`config.mk`:
```
export PLATFORM = sky130hd
export DESIGN_NAME = pos_cmd_sequencer
export DESIGN_NICKNAME = d
export VERILOG_FILES = /design/src/rtl/pos_cmd_sequencer.sv
export SDC_FILE = /design/constraint.sdc
export NUM_CORES = 1
export LEC_CHECK = 0
export CAP_MARGIN = 15
export CORE_MARGIN = 2
export CORE_UTILIZATION = 55
export DETAILED_ROUTE_END_ITERATION = 8
export HOLD_SLACK_MARGIN = 0.02
export PLACE_DENSITY = 0.7
export RECOVER_POWER = 25
export SYNTH_ARGS = -nofsm -noshare
export SYNTH_HDL_FRONTEND = slang
export SYNTH_SLANG_ARGS = --single-unit
```
`constraint.sdc`:
```
create_clock -name CLK_10MHZ -period 4.79 [get_ports CLK_10MHZ]
set_clock_uncertainty 0.15 [all_clocks]
set_input_delay 0.958 -clock CLK_10MHZ [delete_from_list [all_inputs] [get_ports CLK_10MHZ]]
set_output_delay 0.958 -clock CLK_10MHZ [all_outputs]
set_load 0.01 [all_outputs]
```
`src/rtl/pos_cmd_sequencer.sv`:
```
// Position command sequencer: byte-pair word assembler, position FIFO and 4.096 ms tick/pop generator.
// Optional build macro POS_CMD_CLAMP_EN clamps assembled words to MAX_POS and drives clamp_hit.
module pos_cmd_sequencer #(
    parameter int          TICK_DIV        = 40960,
    parameter int          FIFO_DEPTH_LOG2 = 4,
    parameter int          BYTE_TIMEOUT    = 10000,
    parameter logic [15:0] MAX_POS         = 16'hFFFF
) (
    input  logic                       CLK_10MHZ,
    input  logic                       RST_N,
    input  logic [7:0]                 rx_data,
    input  logic                       rx_valid,
    input  logic                       clr_flags,
    output logic                       clock_4ms,
    output logic [15:0]                newPos,
    output logic                       newPosSignal,
    output logic [FIFO_DEPTH_LOG2:0]   fifo_level,
    output logic                       overflow,
    output logic                       underrun,
    output logic                       clamp_hit
);

    localparam int PTR_W  = FIFO_DEPTH_LOG2;
    localparam int LVL_W  = FIFO_DEPTH_LOG2 + 1;
    localparam int DEPTH  = 1 << FIFO_DEPTH_LOG2;
    localparam int TCNT_W = $clog2(BYTE_TIMEOUT + 1);
    localparam int TICK_W = $clog2(TICK_DIV);

    localparam logic [TCNT_W-1:0] TOUT_MAX  = TCNT_W'(BYTE_TIMEOUT);
    localparam logic [TICK_W-1:0] TICK_LAST = TICK_W'(TICK_DIV - 1);
    localparam logic [LVL_W-1:0]  LVL_FULL  = LVL_W'(DEPTH);

    function automatic logic [15:0] clamp_pos(input logic [15:0] w);
        return (w > MAX_POS) ? MAX_POS : w;
    endfunction

    typedef enum logic {WAIT_HI, WAIT_LO} asm_state_t;

    asm_state_t        asm_state;
    logic [7:0]        hi_byte;
    logic [TCNT_W-1:0] tout_cnt;
    logic [TICK_W-1:0] tick_cnt;
    logic              armed;

    logic [15:0]       fifo_mem [DEPTH];
    logic [PTR_W-1:0]  wr_ptr;
    logic [PTR_W-1:0]  rd_ptr;

    logic              push;
    logic              pop;
    logic              tick_edge;
    logic              fifo_full;
    logic              accept;
    logic              drop;
    logic [15:0]       word_raw;
    logic [15:0]       word_p0;

    // Stage p0: combinational word formation and push/pop arbitration
    assign push      = (asm_state == WAIT_LO) && rx_valid;
    assign word_raw  = {hi_byte, rx_data};
    assign tick_edge = (tick_cnt == TICK_LAST);
    assign pop       = tick_edge && (fifo_level != '0);
    assign fifo_full = (fifo_level == LVL_FULL);
    // A full FIFO still takes a word when the same edge frees a slot.
    assign accept    = push && (!fifo_full || pop);
    assign drop      = push && fifo_full && !pop;

`ifdef POS_CMD_CLAMP_EN
    logic clamp_flag;
    logic clamp_hit_r;

    assign word_p0    = clamp_pos(word_raw);
    assign clamp_flag = push && (word_raw > MAX_POS);
    assign clamp_hit  = clamp_hit_r;

    always_ff @(posedge CLK_10MHZ or negedge RST_N) begin
        if (!RST_N) begin
            clamp_hit_r <= 1'b0;
        end else if (clamp_flag) begin
            clamp_hit_r <= 1'b1;
        end else if (clr_flags) begin
            clamp_hit_r <= 1'b0;
        end
    end
`else
    assign word_p0   = word_raw;
    assign clamp_hit = 1'b0;
`endif

    always_ff @(posedge CLK_10MHZ or negedge RST_N) begin
        if (!RST_N) begin
            asm_state <= WAIT_HI;
            hi_byte   <= 8'h00;
            tout_cnt  <= '0;
        end else begin
            case (asm_state)
                WAIT_HI: begin
                    if (rx_valid) begin
                        hi_byte   <= rx_data;
                        tout_cnt  <= '0;
                        asm_state <= WAIT_LO;
                    end
                end
                WAIT_LO: begin
                    if (rx_valid) begin
                        asm_state <= WAIT_HI;
                    end else if (tout_cnt == TOUT_MAX) begin
                        asm_state <= WAIT_HI;
                    end else begin
                        tout_cnt <= tout_cnt + TCNT_W'(1);
                    end
                end
                default: asm_state <= WAIT_HI;
            endcase
        end
    end

    always_ff @(posedge CLK_10MHZ or negedge RST_N) begin
        if (!RST_N) begin
            tick_cnt  <= '0;
            clock_4ms <= 1'b0;
        end else begin
            clock_4ms <= tick_edge;
            tick_cnt  <= tick_edge ? '0 : tick_cnt + TICK_W'(1);
        end
    end

    // FIFO storage carries no reset; emptiness is tracked by the level/pointers.
    always_ff @(posedge CLK_10MHZ) begin
        if (accept) begin
            fifo_mem[wr_ptr] <= word_p0;
        end
    end

    // Stage p1: registered FIFO control and position command outputs
    always_ff @(posedge CLK_10MHZ or negedge RST_N) begin
        if (!RST_N) begin
            wr_ptr       <= '0;
            rd_ptr       <= '0;
            fifo_level   <= '0;
            newPos       <= 16'h0000;
            newPosSignal <= 1'b0;
        end else begin
            newPosSignal <= pop;
            if (accept) begin
                wr_ptr <= wr_ptr + PTR_W'(1);
            end
            if (pop) begin
                newPos <= fifo_mem[rd_ptr];
                rd_ptr <= rd_ptr + PTR_W'(1);
            end
            case ({accept, pop})
                2'b10:   fifo_level <= fifo_level + LVL_W'(1);
                2'b01:   fifo_level <= fifo_level - LVL_W'(1);
                default: fifo_level <= fifo_level;
            endcase
        end
    end

    // Set events take priority over clr_flags on the same edge.
    always_ff @(posedge CLK_10MHZ or negedge RST_N) begin
        if (!RST_N) begin
            armed    <= 1'b0;
            overflow <= 1'b0;
            underrun <= 1'b0;
        end else begin
            if (pop) begin
                armed <= 1'b1;
            end else if (clr_flags) begin
                armed <= 1'b0;
            end

            if (drop) begin
                overflow <= 1'b1;
            end else if (clr_flags) begin
                overflow <= 1'b0;
            end

            if (tick_edge && (fifo_level == '0) && armed) begin
                underrun <= 1'b1;
            end else if (clr_flags) begin
                underrun <= 1'b0;
            end
        end
    end

endmodule

```
==> results.ini <==
[routing]
ant_nets = 0
drt_first_iter_violations = 538
num_vias = 6619
drc_errors = 0
first_pass_iters = 5
drt_wl_total_um = 26200
wire_per_inst_um = 24.1
viasPerCell = 6.08

[cells_and_area]
final_cell_mix = edfxtp_1, dfrtp_1, mux4_2
antenna-diode-count = 0
postLayoutCoreUtil = 0.623
multiInputGateArea_um2 = 3590
layout_commonest_cell = edfxtp_1
fin_nets = 763
drive_above_1_share = 0.234
area_growth_pct = 12.4
seqCellArea_um2 = 9520
fillerInstances = 1686

[global_routing]
grt_max_degree = 74
grt.overflow.total = 0
grt_use_total = 0.212
antenna_found_initial = 0
grt_first_pass_wirelength_um = 40900
grt_pass1_vias = 6858

[synth]
synth_xor_area_frac = 0.0190
synthAdderAreaFrac = 0.00936
synth_top_flop_cell = edfxtp_1
synth_top_family_by_area = multiplexers
synth_edf_count = 256
syn_inst = 685
synthArstFlopShare = 0.222
synth-simple-area-share = 0.0530
syn-num-nets = 707
synth_compound_area_frac = 0.0209
synth_cell_types = 58
synthMuxAreaShare = 0.164
yosysSeqAreaShare = 0.712
ys_warn_count = 0
synth-seq-cells = 329
syn_avg_cell_area_um2 = 19.5
netlist_area_um2 = 13400

[status]
failed_checks = max-capacitance violations, max-slew violations
outcome = complete, but fails checks

[clock_tree]
worstSkewPairLatency_ns = 0.55
ctsResizeCount = 0
clkTransAtPathRegs_ns = 0.06
cts_root_buf = clkbuf_16
cts_max_level = 1
cts_made_buffers = 31
cts_tree = done
cts_hold_buffers = 0
numClockSinks = 329
postCtsSetupBuffers = 0
clockBufferDepth = 3

[setup_path]
start_kind = register
critPathCaptureType = register
rr_startpoint = tick_cnt[0]
worst-endpoint-required_ns = 5.11
crit_buf_inv = 1
slowest_delay_ns = 0.82
cp-startpoint = tick_cnt[0]
crit_path_top_delay_cell = or4_1
r2r_setup_slack_ns = 0.99
worst_ep_arrival_time_ns = 4.11
path_cells = ha_1, nand3_1, or4_1, clkinv_8, nand2_1, nor2_1, xor2_1, ha_1, or3_1, a21oi_1, nor2_1, a211o_1, a22oi_1
cp_max_fo = 9
path_delay_family = simple AND/OR/NAND/NOR gates
setup.worst_path.class = reg2reg

[timing]
setup_viol = 0
hold_ws_ns = 0.355
hold_violations = 0
rsz0062_at_grt = false
slew_violations = 74
layout_min_cycle_time_ns = 3.80
tightest_slew_ns = 1.96
relSlewSlack = -0.310
setup_tns_ns = 0
period_share = 0.792
fmax_mhz = 263

[floorplanning]
dieArea_um2 = 25600
die_h_um = 160
start_util = 0.555
die_w_um = 160
pin_count = 38
core_um2 = 24100
rows = 57

[power]
peakVddDrop_mv = 0.243
p_per_area_nw_per_um2 = 422
p_leak_nw = 5.03

[min_path]
hp-start = newPos[8]
hp-class = reg2reg

[flow_run]
cap_viol_max_count = 1

[placed_design]
io_buffers = 36
gp_congestion = 0.843
hpwl_um = 16300

==> routing by layer <==
metal | wire length (um) | vias up | GRT usage
li1 | - | 2875 | -
met1 | 11200 | 3512 | 0.302
met2 | 13200 | 203 | 0.355
met3 | 1500 | 29 | 0.0330
met4 | 365 | 0 | 0.0434
met5 | 0 | - | 0
==> worst reg2reg max path: stages (launching register included) <==
cell      delay, ns
dfrtp_1        0.41
ha_1           0.23
nand3_1        0.15
or4_1          0.82
clkinv_8       0.16
nand2_1        0.09
nor2_1         0.19
xor2_1         0.11
ha_1           0.25
or3_1          0.32
a21oi_1        0.31
nor2_1         0.08
a211o_1        0.28
a22oi_1        0.17
==> sequential cells by signal, summed over array words and instances (netlist names) <==
| register | count |
|---|---|
| fifo_level | 5 |
| tout_cnt | 14 |
| tick_cnt | 16 |
| asm_state | 1 |
| clock_4ms | 1 |
| rd_ptr | 4 |
| armed | 1 |
| fifo_mem | 256 |
| newPosSignal | 1 |
| hi_byte | 8 |
| underrun | 1 |
| newPos | 16 |
| overflow | 1 |
| wr_ptr | 4 |
==> stage by stage <==
step	total power, mW	cell area, um^2	std cells	setup WS, ns
floorplan	3.81	13400	685	1.09
global placement	4.04	14100	1032	1.09
detailed placement	4.08	14100	1032	0.985
CTS	6.38	15000	1089	1.03
global route	6.58	15000	1089	0.704
finish	6.34	15000	1089	0.994
==> report_power, final <==
part	total [mW]	switching (mW)	internal [mW]
registers	3.52	0.200	3.32
clock network	2.32	1.01	1.31
logic	0.499	0.290	0.210
total	6.34	1.50	4.84
==> final cells by class <==
type	instances	area share
Tap cell	324	0.0270
Clock inverter	17	0.00949
Inverter	15	0.00458
Clock buffer	40	0.0545
Timing Repair Buffer	53	0.0321
Sequential cell	329	0.633
Multi-Input combinational cell	311	0.239
==> cells in the mapped netlist (2+ instances only) <==
cell      instances  area share
edfxtp_1        256        0.58
dfrtp_1          73        0.14
mux4_2           67        0.11
nor2_1           23      0.0065
mux2_2           19       0.016
xor2_1           18       0.012
nand2_1          17      0.0048
nand3_1          16      0.0060
inv_1            14      0.0039
nand4_1          14      0.0066
and2_1           13      0.0061
mux4_1           13       0.026
xnor2_1          11      0.0072
ha_1             10      0.0094
a21oi_1           9      0.0034
buf_2             9      0.0034
o21ai_0           9      0.0034
clkbuf_1          7      0.0020
mux2_4            6      0.0067
or3_1             6      0.0028
buf_4             5      0.0028
nor3_1            5      0.0019
nor4_1            5      0.0023
and3_1            4      0.0019
and4_1            3      0.0020
buf_12            3      0.0045
mux2_1            3      0.0025
nand4b_1          3      0.0020
nor2b_1           3      0.0014
o31ai_1           3      0.0017
or4_1             3      0.0017
a211o_1           2      0.0013
a31oi_1           2     0.00094
buf_6             2      0.0017
nor3b_2           2      0.0019
nor4_2            2      0.0019
o211ai_1          2      0.0011
o21ai_1           2     0.00075
o21ai_2           2      0.0013
==> worst paths after layout <==
path                                  to  cells after the start
max                        fifo_level[4]                     13
min                            newPos[8]                      1
max reg2reg                fifo_level[4]                     13
min reg2reg                    newPos[8]                      1
max in group asynchronous      rd_ptr[0]                      1
min in group asynchronous      rd_ptr[1]                      1
==> cells by family after synthesis <==
group | after synthesis
buffers and inverters | 45
adders and majority gates | 10
AOI/OAI and AO/OA | 39
xor gates and xnor gates | 29
other | 1
and+or+nand+nor | 124
muxes | 108
DFF | 329
No activity file was read; power rests on OpenSTA's default activity.
